## src/rtl/mc_pkg.sv

```systemverilog
// Shared definitions for the multi-cycle CPU control: opcodes, functs,
// FSM states, datapath mux encodings and the decoded instruction class.
package mc_pkg;

    localparam logic [3:0] OP_BNE   = 4'd0;
    localparam logic [3:0] OP_BEQ   = 4'd1;
    localparam logic [3:0] OP_BGZ   = 4'd2;
    localparam logic [3:0] OP_BLZ   = 4'd3;
    localparam logic [3:0] OP_ADI   = 4'd4;
    localparam logic [3:0] OP_ORI   = 4'd5;
    localparam logic [3:0] OP_LHI   = 4'd6;
    localparam logic [3:0] OP_LWD   = 4'd7;
    localparam logic [3:0] OP_SWD   = 4'd8;
    localparam logic [3:0] OP_JMP   = 4'd9;
    localparam logic [3:0] OP_JAL   = 4'd10;
    localparam logic [3:0] OP_RTYPE = 4'd15;

    localparam logic [5:0] FN_ALU_LAST = 6'd7;
    localparam logic [5:0] FN_JPR      = 6'd25;
    localparam logic [5:0] FN_JRL      = 6'd26;
    localparam logic [5:0] FN_WWD      = 6'd28;
    localparam logic [5:0] FN_HLT      = 6'd29;

    typedef enum logic [2:0] {
        ST_RST,
        ST_IF,
        ST_ID,
        ST_EX,
        ST_MEM,
        ST_WB,
        ST_HALT
    } state_t;

    localparam logic [1:0] PC_SRC_SEQ    = 2'd0;
    localparam logic [1:0] PC_SRC_BRANCH = 2'd1;
    localparam logic [1:0] PC_SRC_JUMP   = 2'd2;
    localparam logic [1:0] PC_SRC_REG    = 2'd3;

    localparam logic [1:0] REG_DST_RT   = 2'd0;
    localparam logic [1:0] REG_DST_RD   = 2'd1;
    localparam logic [1:0] REG_DST_LINK = 2'd2;

    localparam logic [1:0] WB_SEL_ALU = 2'd0;
    localparam logic [1:0] WB_SEL_MDR = 2'd1;
    localparam logic [1:0] WB_SEL_PC1 = 2'd2;

    typedef enum logic [3:0] {
        CL_R_ALU,
        CL_I_ALU,
        CL_LOAD,
        CL_STORE,
        CL_BRANCH,
        CL_JUMP,
        CL_JUMP_REG,
        CL_LINK,
        CL_LINK_REG,
        CL_WWD,
        CL_HALT,
        CL_ILLEGAL
    } iclass_t;

endpackage

```

## src/rtl/mc_decode.sv

```systemverilog
// Combinational instruction classifier; shared with the pipelined control.
module mc_decode
    import mc_pkg::*;
#(
    parameter int WORD_SIZE = 16
) (
    input  logic [WORD_SIZE-1:0] instr,
    output iclass_t              iclass,
    output logic                 ext_zero
);

    logic [3:0] opcode;
    logic [5:0] funct;
    logic       unused_fields;

    assign opcode        = instr[WORD_SIZE-1 -: 4];
    assign funct         = instr[5:0];
    // Register fields are consumed by the datapath, not by the classifier.
    assign unused_fields = ^instr[WORD_SIZE-5:6];
    assign ext_zero      = (opcode == OP_ORI);

    // Map opcode/funct to an instruction class; anything unlisted is illegal.
    always_comb begin
        iclass = CL_ILLEGAL;
        case (opcode)
            OP_BNE, OP_BEQ, OP_BGZ, OP_BLZ: iclass = CL_BRANCH;
            OP_ADI, OP_ORI, OP_LHI:         iclass = CL_I_ALU;
            OP_LWD:                         iclass = CL_LOAD;
            OP_SWD:                         iclass = CL_STORE;
            OP_JMP:                         iclass = CL_JUMP;
            OP_JAL:                         iclass = CL_LINK;
            OP_RTYPE: begin
                if (funct <= FN_ALU_LAST) begin
                    iclass = CL_R_ALU;
                end else begin
                    case (funct)
                        FN_JPR:  iclass = CL_JUMP_REG;
                        FN_JRL:  iclass = CL_LINK_REG;
                        FN_WWD:  iclass = CL_WWD;
                        FN_HLT:  iclass = CL_HALT;
                        default: iclass = CL_ILLEGAL;
                    endcase
                end
            end
            default: iclass = CL_ILLEGAL;
        endcase
    end

endmodule

```

## src/rtl/mc_control_fsm.sv

```systemverilog
// Multi-cycle control unit: sequences IF/ID/EX/MEM/WB per instruction class,
// handles variable-latency memory with a wait timeout, counts instructions.
//
// state   | meaning
// --------+--------------------------------------------------------------
// ST_RST  | post-reset idle, all strobes low, advances to IF
// ST_IF   | fetch from PC, wait for mem_ready, load IR
// ST_ID   | decode; jumps/illegal finish here, links go straight to WB
// ST_EX   | ALU operand select; branches and WWD finish here
// ST_MEM  | data access at ALUOut, wait for mem_ready; SWD finishes here
// ST_WB   | register write-back and PC update
// ST_HALT | stopped (HLT or memory timeout), left only through reset
module mc_control_fsm
    import mc_pkg::*;
#(
    parameter int WORD_SIZE   = 16,
    parameter int CNT_W       = 16,
    parameter int MEM_TIMEOUT = 15
) (
    input  logic                 Clk,
    input  logic                 Reset_N,
    input  logic [WORD_SIZE-1:0] instr,
    input  logic                 bcond,
    input  logic                 mem_ready,
    output logic                 mem_req,
    output logic                 mem_we,
    output logic                 iord,
    output logic                 ir_write,
    output logic                 pc_write,
    output logic [1:0]           pc_src,
    output logic                 reg_write,
    output logic [1:0]           reg_dst,
    output logic [1:0]           wb_sel,
    output logic                 alu_src_b,
    output logic                 ext_zero,
    output logic                 out_write,
    output logic [CNT_W-1:0]     num_inst,
    output logic                 is_halted,
    output logic                 bus_error,
    output logic                 illegal
);

    // The wait counter only needs to reach MEM_TIMEOUT-1: the cycle that
    // would make it MEM_TIMEOUT is the one that triggers the halt.
    localparam int              WAIT_W     = (MEM_TIMEOUT > 1) ? $clog2(MEM_TIMEOUT) : 1;
    localparam bit              TIMEOUT_EN = (MEM_TIMEOUT != 0);
    localparam logic [WAIT_W-1:0] TO_LAST  = WAIT_W'((MEM_TIMEOUT > 0) ? MEM_TIMEOUT - 1 : 0);

    state_t              state, state_nxt;
    iclass_t             iclass;
    logic                dec_ext_zero;
    logic [WAIT_W-1:0]   wait_cnt, wait_nxt;
    logic                wait_expired;
    logic                count_inst;
    logic                set_illegal;
    logic                set_bus_error;

    mc_decode #(
        .WORD_SIZE (WORD_SIZE)
    ) u_decode (
        .instr    (instr),
        .iclass   (iclass),
        .ext_zero (dec_ext_zero)
    );

    assign wait_expired = TIMEOUT_EN && (wait_cnt == TO_LAST);

    // Next-state and datapath strobes from state, decoded class, bcond and mem_ready.
    always_comb begin
        state_nxt     = state;
        wait_nxt      = '0;
        count_inst    = 1'b0;
        set_illegal   = 1'b0;
        set_bus_error = 1'b0;
        mem_req       = 1'b0;
        mem_we        = 1'b0;
        iord          = 1'b0;
        ir_write      = 1'b0;
        pc_write      = 1'b0;
        pc_src        = PC_SRC_SEQ;
        reg_write     = 1'b0;
        reg_dst       = REG_DST_RT;
        wb_sel        = WB_SEL_ALU;
        alu_src_b     = 1'b0;
        ext_zero      = 1'b0;
        out_write     = 1'b0;
        is_halted     = 1'b0;
        case (state)
            ST_RST: state_nxt = ST_IF;
            ST_IF: begin
                mem_req = 1'b1;
                if (mem_ready) begin
                    ir_write  = 1'b1;
                    state_nxt = ST_ID;
                end else if (wait_expired) begin
                    set_bus_error = 1'b1;
                    state_nxt     = ST_HALT;
                end else if (TIMEOUT_EN) begin
                    wait_nxt = wait_cnt + WAIT_W'(1);
                end
            end
            ST_ID: begin
                case (iclass)
                    CL_JUMP: begin
                        pc_write   = 1'b1;
                        pc_src     = PC_SRC_JUMP;
                        count_inst = 1'b1;
                        state_nxt  = ST_IF;
                    end
                    CL_JUMP_REG: begin
                        pc_write   = 1'b1;
                        pc_src     = PC_SRC_REG;
                        count_inst = 1'b1;
                        state_nxt  = ST_IF;
                    end
                    CL_LINK, CL_LINK_REG: state_nxt = ST_WB;
                    CL_HALT: begin
                        count_inst = 1'b1;
                        state_nxt  = ST_HALT;
                    end
                    CL_ILLEGAL: begin
                        pc_write    = 1'b1;
                        set_illegal = 1'b1;
                        count_inst  = 1'b1;
                        state_nxt   = ST_IF;
                    end
                    default: state_nxt = ST_EX;
                endcase
            end
            ST_EX: begin
                case (iclass)
                    CL_R_ALU: state_nxt = ST_WB;
                    CL_I_ALU: begin
                        alu_src_b = 1'b1;
                        ext_zero  = dec_ext_zero;
                        state_nxt = ST_WB;
                    end
                    CL_LOAD, CL_STORE: begin
                        alu_src_b = 1'b1;
                        state_nxt = ST_MEM;
                    end
                    CL_BRANCH: begin
                        pc_write   = 1'b1;
                        pc_src     = bcond ? PC_SRC_BRANCH : PC_SRC_SEQ;
                        count_inst = 1'b1;
                        state_nxt  = ST_IF;
                    end
                    CL_WWD: begin
                        out_write  = 1'b1;
                        pc_write   = 1'b1;
                        count_inst = 1'b1;
                        state_nxt  = ST_IF;
                    end
                    default: state_nxt = ST_IF;
                endcase
            end
            ST_MEM: begin
                mem_req = 1'b1;
                iord    = 1'b1;
                mem_we  = (iclass == CL_STORE);
                if (mem_ready) begin
                    if (iclass == CL_STORE) begin
                        pc_write   = 1'b1;
                        count_inst = 1'b1;
                        state_nxt  = ST_IF;
                    end else begin
                        state_nxt = ST_WB;
                    end
                end else if (wait_expired) begin
                    set_bus_error = 1'b1;
                    state_nxt     = ST_HALT;
                end else if (TIMEOUT_EN) begin
                    wait_nxt = wait_cnt + WAIT_W'(1);
                end
            end
            ST_WB: begin
                reg_write  = 1'b1;
                pc_write   = 1'b1;
                count_inst = 1'b1;
                state_nxt  = ST_IF;
                case (iclass)
                    CL_R_ALU: reg_dst = REG_DST_RD;
                    CL_LOAD:  wb_sel  = WB_SEL_MDR;
                    CL_LINK: begin
                        reg_dst = REG_DST_LINK;
                        wb_sel  = WB_SEL_PC1;
                        pc_src  = PC_SRC_JUMP;
                    end
                    CL_LINK_REG: begin
                        reg_dst = REG_DST_LINK;
                        wb_sel  = WB_SEL_PC1;
                        pc_src  = PC_SRC_REG;
                    end
                    default: reg_dst = REG_DST_RT;
                endcase
            end
            ST_HALT: is_halted = 1'b1;
            default: state_nxt = ST_RST;
        endcase
    end

    // State, wait counter, instruction counter and sticky error flags.
    always_ff @(posedge Clk or negedge Reset_N) begin
        if (!Reset_N) begin
            state     <= ST_RST;
            wait_cnt  <= '0;
            num_inst  <= '0;
            bus_error <= 1'b0;
            illegal   <= 1'b0;
        end else begin
            state    <= state_nxt;
            wait_cnt <= wait_nxt;
            if (count_inst) begin
                num_inst <= num_inst + CNT_W'(1);
            end
            if (set_bus_error) begin
                bus_error <= 1'b1;
            end
            if (set_illegal) begin
                illegal <= 1'b1;
            end
        end
    end

endmodule

```

## config.mk

```make
export PLATFORM = sky130hd
export DESIGN_NAME = mc_control_fsm
export DESIGN_NICKNAME = d
export VERILOG_FILES = /design/src/rtl/mc_pkg.sv /design/src/rtl/mc_decode.sv /design/src/rtl/mc_control_fsm.sv
export SDC_FILE = /design/constraint.sdc
export NUM_CORES = 1
export LEC_CHECK = 0
export ABC_AREA = 1
export ABC_CLOCK_PERIOD_IN_PS = 2300
export BUFFER_PORTS_ARGS = -buffer_cell sky130_fd_sc_hd__buf_2
export CAP_MARGIN = 20
export CELL_PAD_IN_SITES_DETAIL_PLACEMENT = 1
export CELL_PAD_IN_SITES_GLOBAL_PLACEMENT = 2
export CORE_ASPECT_RATIO = 0.9
export CORE_MARGIN = 10
export CORE_UTILIZATION = 27
export CTS_BUF_LIST = sky130_fd_sc_hd__clkbuf_16
export CTS_CLUSTER_DIAMETER = 50
export CTS_CLUSTER_SIZE = 25
export DETAILED_ROUTE_END_ITERATION = 8
export MAX_ROUTING_LAYER = met4
export PLACE_DENSITY_LB_ADDON = 0.08
export SYNTH_ARGS = -nofsm -noshare
export SYNTH_HDL_FRONTEND = slang
export SYNTH_SLANG_ARGS = --single-unit
```

## constraint.sdc

```tcl
create_clock -name Clk -period 2.3 [get_ports Clk]
set_input_delay 0.46 -clock Clk [delete_from_list [all_inputs] [get_ports Clk]]
set_output_delay 0.46 -clock Clk [all_outputs]
set_load 0.01 [all_outputs]
```

-- Word level (Yosys, flattened, before mapping)
Index checks and enable logic that the tools add are counted.
- register bits: 25
- input bits: 20
- output and inout bits: 34
- word-level logic and storage cells: 102
- add/subtract/negate cells: 2
- $lt $le $gt $ge: 1
- eq/ne operators: 33
- mux-type cells: 47
- reduce and logical (&&, ||, !) cells: 14
- operators by type and width (cell ; count):
    $eq 4x4->1 const B ; 9
    $eq 4x3->1 const B ; 8
    $pmux 4 s7 ; 1
    $mux 1 ; 25
    $eq 6x5->1 const B ; 4
    $pmux 3 s6 ; 1
    $add 16x1->16 const B ; 1
    $eq 4x2->1 const B ; 4
    $mux 4 ; 4
    $pmux 2 s2 ; 4
    $pmux 4 s4 ; 1
    $mux 3 ; 4
    $reduce_or 2->1 ; 6
    $eq 3x3->1 const B ; 3
    $pmux 3 s3 ; 1
    $reduce_or 3->1 ; 3
    $eq 4x1->1 const B ; 2
    $logic_not 4->1 ; 2
    $pmux 1 s4 ; 2
    $reduce_or 4->1 ; 2
    $eq 3x2->1 const B ; 2
    $le 6x3->1 const B ; 1
    $pmux 2 s3 ; 1
    $pmux 3 s2 ; 1
    other kinds (4) ; 5

-- Longest topological paths before layout
- depth after elaboration: 8
- gate-level depth with buffers: 14
- mapped depth without buffers: 13

-- Hierarchy
A second synthesis with hierarchy kept.
- cell total of the unflattened synthesis: 306
- area, all modules: 1990.7 sq um
- modules (own cells, without submodules) (module ; times used ; cells an instance ; area each (sq um) ; sequential area each (sq um)):
    mc_control_fsm ; 1 ; 259 ; 1760.4 ; 625.6
    mc_decode ; 1 ; 47 ; 230.2 ; 0.0

-- Worst setup path after synthesis
OpenSTA, ideal clock, no wires.
- kind: input -> output
- start: input port instr[4]
- end: output port wb_sel[1]
- data arrival time: 1.717 ns
- required time: 1.840 ns
- path slack: 0.123 ns
- cell stages on the path: 11
- path buffers: 1
- cell sequence: inv_1 > nor2_1 > nand3_1 > nand2_1 > nand2_1 > nand2_1 > nand3_2 > nor2_1 > a21oi_1 > nor2_1 > buf_4
- cells in the longest elaborated chain, start to end: 8
- elaborated cells on any way between the ends: 14
- classes of those cells: order compare (1); eq/ne (7); mux (5); reduce/logical (1)
- ends and longest elaborated chain (what ; RTL line ; source):
    start: declaration ; mc_control_fsm.sv:22 ; input logic [WORD_SIZE-1:0] instr,
    $eq 6x5->1 ; mc_decode.sv:36 ; case (funct)
    $pmux 4 s4 ; mc_decode.sv:36 ;
    $mux 4 (*) ; mc_decode.sv:33 ; if (funct <= FN_ALU_LAST) begin
    $pmux 4 s7 (*) ; mc_decode.sv:25 ; case (opcode)
    $eq 4x4->1 or $eq 4x3->1 (tied branches) ; mc_control_fsm.sv:181 ; case (iclass)
    $reduce_or 2->1 (no source line) ; n/a ;
    $pmux 2 s2 (*) ; mc_control_fsm.sv:181 ;
    $mux 2 (*) ; mc_control_fsm.sv:88 ; case (state)
    end: declaration ; mc_control_fsm.sv:33 ; output logic [1:0] wb_sel,
Every way passes the cells marked *; elsewhere a longest branch is shown, timed or not.

-- Worst setup path after layout
- start: input port instr[15]
- end: output port alu_src_b
- cells in the longest elaborated chain, start to end: 7
- elaborated cells on any way between the ends: 21
- classes of those cells: eq/ne (14); mux (3); reduce/logical (4)
- ends and longest elaborated chain (what ; RTL line ; source):
    $eq 4x1->1 (tied with other cells) ; mc_decode.sv:25 ;
    $reduce_or 4->1 or $reduce_or 3->1 (tied branches) ; mc_decode.sv:25 ;
    $pmux 4 s7 (*) ; mc_decode.sv:25 ;
    $eq 4x2->1 or $eq 4x1->1 (tied branches) ; mc_control_fsm.sv:131 ; case (iclass)
    $reduce_or 3->1 (no source line) (*) ; n/a ;
    $mux 1 (*) ; mc_control_fsm.sv:131 ;
    $mux 1 (*) ; mc_control_fsm.sv:88 ;
    end: declaration ; mc_control_fsm.sv:34 ; output logic alu_src_b,
Marked as above.

==> results.json <==
{
  "met2WireLength_mm": 2.78,
  "netlist_instances": 273,
  "skew_ps": 3.24,
  "worst_slew_pin_slew_ps": 601,
  "syn_area_um2": 1870,
  "fmax_mhz": 436,
  "final_max_slew_viol_count": 0,
  "clk_path_buf_depth": 2,
  "r2r-end": "num_inst[12]$_DFFE_PN0P_",
  "wl_mm": 6.18,
  "syn_nets": 296,
  "max_slew_margin_pct": 59.9,
  "reg2regPathDepth": 9,
  "cts_sinks": 25,
  "whs_ps": 201,
  "wl_met1_mm": 3.17,
  "track_usage_pct": 11.3,
  "rows": 28,
  "dp_hpwl_mm": 4.67,
  "drc": 0,
  "cap_viol_max_count": 0,
  "htree_num_levels": 1,
  "wl_met3_um": 204,
  "fin_tns_setup_ps": 0,
  "areaGrowthSynthToFinish_pct": 43.5,
  "crit_path_end_kind": "output pin",
  "grt-ovfl-total": 0,
  "grt_max_degree": 26,
  "die_w_um": 108,
  "rsz0062_at_grt": "true",
  "worst_ep_arrival_time_ps": 1830,
  "post-route-period-util_pct": 99.7,
  "dr.pass1.iters": 4,
  "start_kind": "input pin",
  "fp.coreArea_um2": 6660,
  "yosysSeqAreaShare_pct": 33.5,
  "antenna_cells": 0,
  "postCtsHoldBufs": 0,
  "grt_pass1_wl_mm": 9.85,
  "wl_per_cell_um": 14.2,
  "grt_antenna_before_repair": 0,
  "r2r_setup_slack_ps": 380,
  "clk_pin_slew_ps": 70,
  "min_period_ps": 2290,
  "worstPathMaxFanout": 5,
  "yosysWarnings": 0,
  "numCtsBuffers": 3,
  "hold_class": "input pin to async pin",
  "final_nets": 370,
  "ir_drop_mv": 0.400,
  "routabilityCongestion": 0.785,
  "die_area_um2": 10700,
  "num_vias": 1965,
  "drive_gt1_share_pct": 36.1,
  "first_global_vias": 2017,
  "power.density_nw_per_um2": 643,
  "initialDrtViolationCount": 75,
  "ys_ff_latch": 25,
  "portBuffers": 47,
  "worstPathRequired_ps": 1840,
  "regToRegStartpoint": "num_inst[0]$_DFFE_PN0P_",
  "viasPerCell": 4.51,
  "io_pins": 54,
  "root_buffer": "clkbuf_16",
  "cts_tree": "built",
  "critical_path_class": "input pin to output pin",
  "start_util_pct": 28.1,
  "synth_area_per_cell_um2": 6.84,
  "setup_viol": 0,
  "fp.dieH_um": 98.9,
  "ant_nets": 0,
  "status": "finished clean",
  "top_layer": "met4",
  "clk_latency_ps": 260,
  "final_hold_viol_count": 0,
  "yosysUniqueCellTypes": 33,
  "cellLeakagePower_nw": 1.42
}
worst max path at each step:
| stage | slack (ps) | end | from |
|---|---|---|---|
| floorplan | 120 | wb_sel[1] | instr[4] |
| global placement | -70 | pc_src[0] | instr[4] |
| detailed placement | -70 | reg_dst[1] | instr[4] |
| CTS | 9 | pc_write | state[2]$_DFFE_PN0N_ |
| global route | -100 | pc_src[0] | instr[15] |
| finish | 6 | alu_src_b | instr[15] |
power by group:
part	switching (W)	total, W	internal, W
registers	0.0000708	0.000581	0.000511
logic	0.000466	0.000751	0.000285
clock network	0.000159	0.000391	0.000233
cell type report:
cell class              instances  area, um2
inverters                      40        156
well taps                      90        113
clock buffers                   3       75.1
flip-flops and latches         25        626
fillers                       856       3980
repair buffers                 73        455
clock inverters                 1       3.75
multi-input cells             204       1250
synth_stat cells:
library cell  number  area share [%]
inv_2              1            0.20
xor2_1             9             4.2
o211ai_1           1            0.40
nor3_1            10             2.7
nand3_1           18             4.8
o311ai_0           1            0.47
nor2_1            38             7.6
a31o_2             1            0.47
nor2_4             1            0.60
nand4_1            2            0.67
o21ai_0           12             3.2
xnor2_1            7             3.3
nand3_2            2             1.1
nand2_1           72              14
nand2_2            4             1.3
buf_6              1            0.60
clkinv_2           1            0.27
o21ai_1            6             1.6
nor3_2             1            0.54
a21oi_4            1            0.87
o31ai_1            1            0.40
o22ai_1            1            0.34
o21bai_1           4             1.6
inv_1             38             7.6
ha_1               3             2.0
nand3_4            1            0.94
o221ai_1           1            0.47
dfrtp_1           25              33
nor4b_1            1            0.47
a21oi_1            4             1.1
o211a_1            2             1.1
buf_4              2            0.80
clkbuf_2           1            0.27
cell usage in the layout (no fill, tap or decap), types with 2 or more instances in the layout:
cell type  count
nand2_1       61
buf_2         43
inv_1         35
nor2_1        28
buf_4         26
dfrtp_1       25
nand3_1       17
o21ai_0       11
nand2_2       10
xor2_1         9
o21ai_1        7
nor3_1         7
xnor2_1        7
nor2_2         6
nand2_4        5
nor2_4         5
inv_2          4
a21oi_2        3
nand3_4        3
o21bai_1       3
ha_1           3
clkbuf_16      3
nor3_4         2
nand4_1        2
nor3_2         2
a21oi_4        2
o211a_1        2
buf_6          2
critical path: stages:
cell and delay (ps):
buf_8 80, clkinvlp_4 140, nor3_4 230, nor2_1 70
nand2_2 150, nand3_4 140, nor2_4 170, buf_4 130
buf_4 110, nor2_4 40, buf_6 120
metrics by stage:
stage	std cells	utilization, %	setup WS (ps)	cell area (um2)	total power, W
2_1_floorplan	273	-	123	1870	0.00100
4_1_cts	427	36.1	8.68	2410	0.00166
3_3_place_gp	423	34.7	-72.2	2310	0.00125
6_report	436	40.3	5.98	2680	0.00172
5_1_grt	436	40.3	-98.9	2680	0.00186
3_5_place_dp	423	34.7	-68.7	2310	0.00125
routing by layer:
metal	up-vias	GRT usage (%)
met2	27	16.5
met4	0	1.54
li1	1013	-
met3	2	2.54
met5	-	-
met1	923	15.7
logic make-up after synthesis:
group / after synthesis / share of synthesized area [%]
compound gates: 35 / 12.0
xor+xnor: 16 / 7.50
fa+ha+maj: 3 / 2.01
buf+inv: 44 / 9.78
flops: 25 / 33.5
simple gates: 150 / 35.2
repair_timing:
| action | in CTS | in global routing |
|---|---|---|
| pin swaps | 0 | 15 |
| endpoints found under the setup margin | 6 | 7 |
| endpoints found under the hold margin | 0 | 0 |
| cloned | 0 | 0 |
| gates resized for setup | 4 | 54 |
| buffers inserted | 0 | 9 |
sequential cells by signal, summed over array words and instances, names as in the netlist:
name	flops
illegal	1
bus_error	1
state	3
num_inst	16
wait_cnt	4
Note: power is estimated with default switching activity, not from simulation.
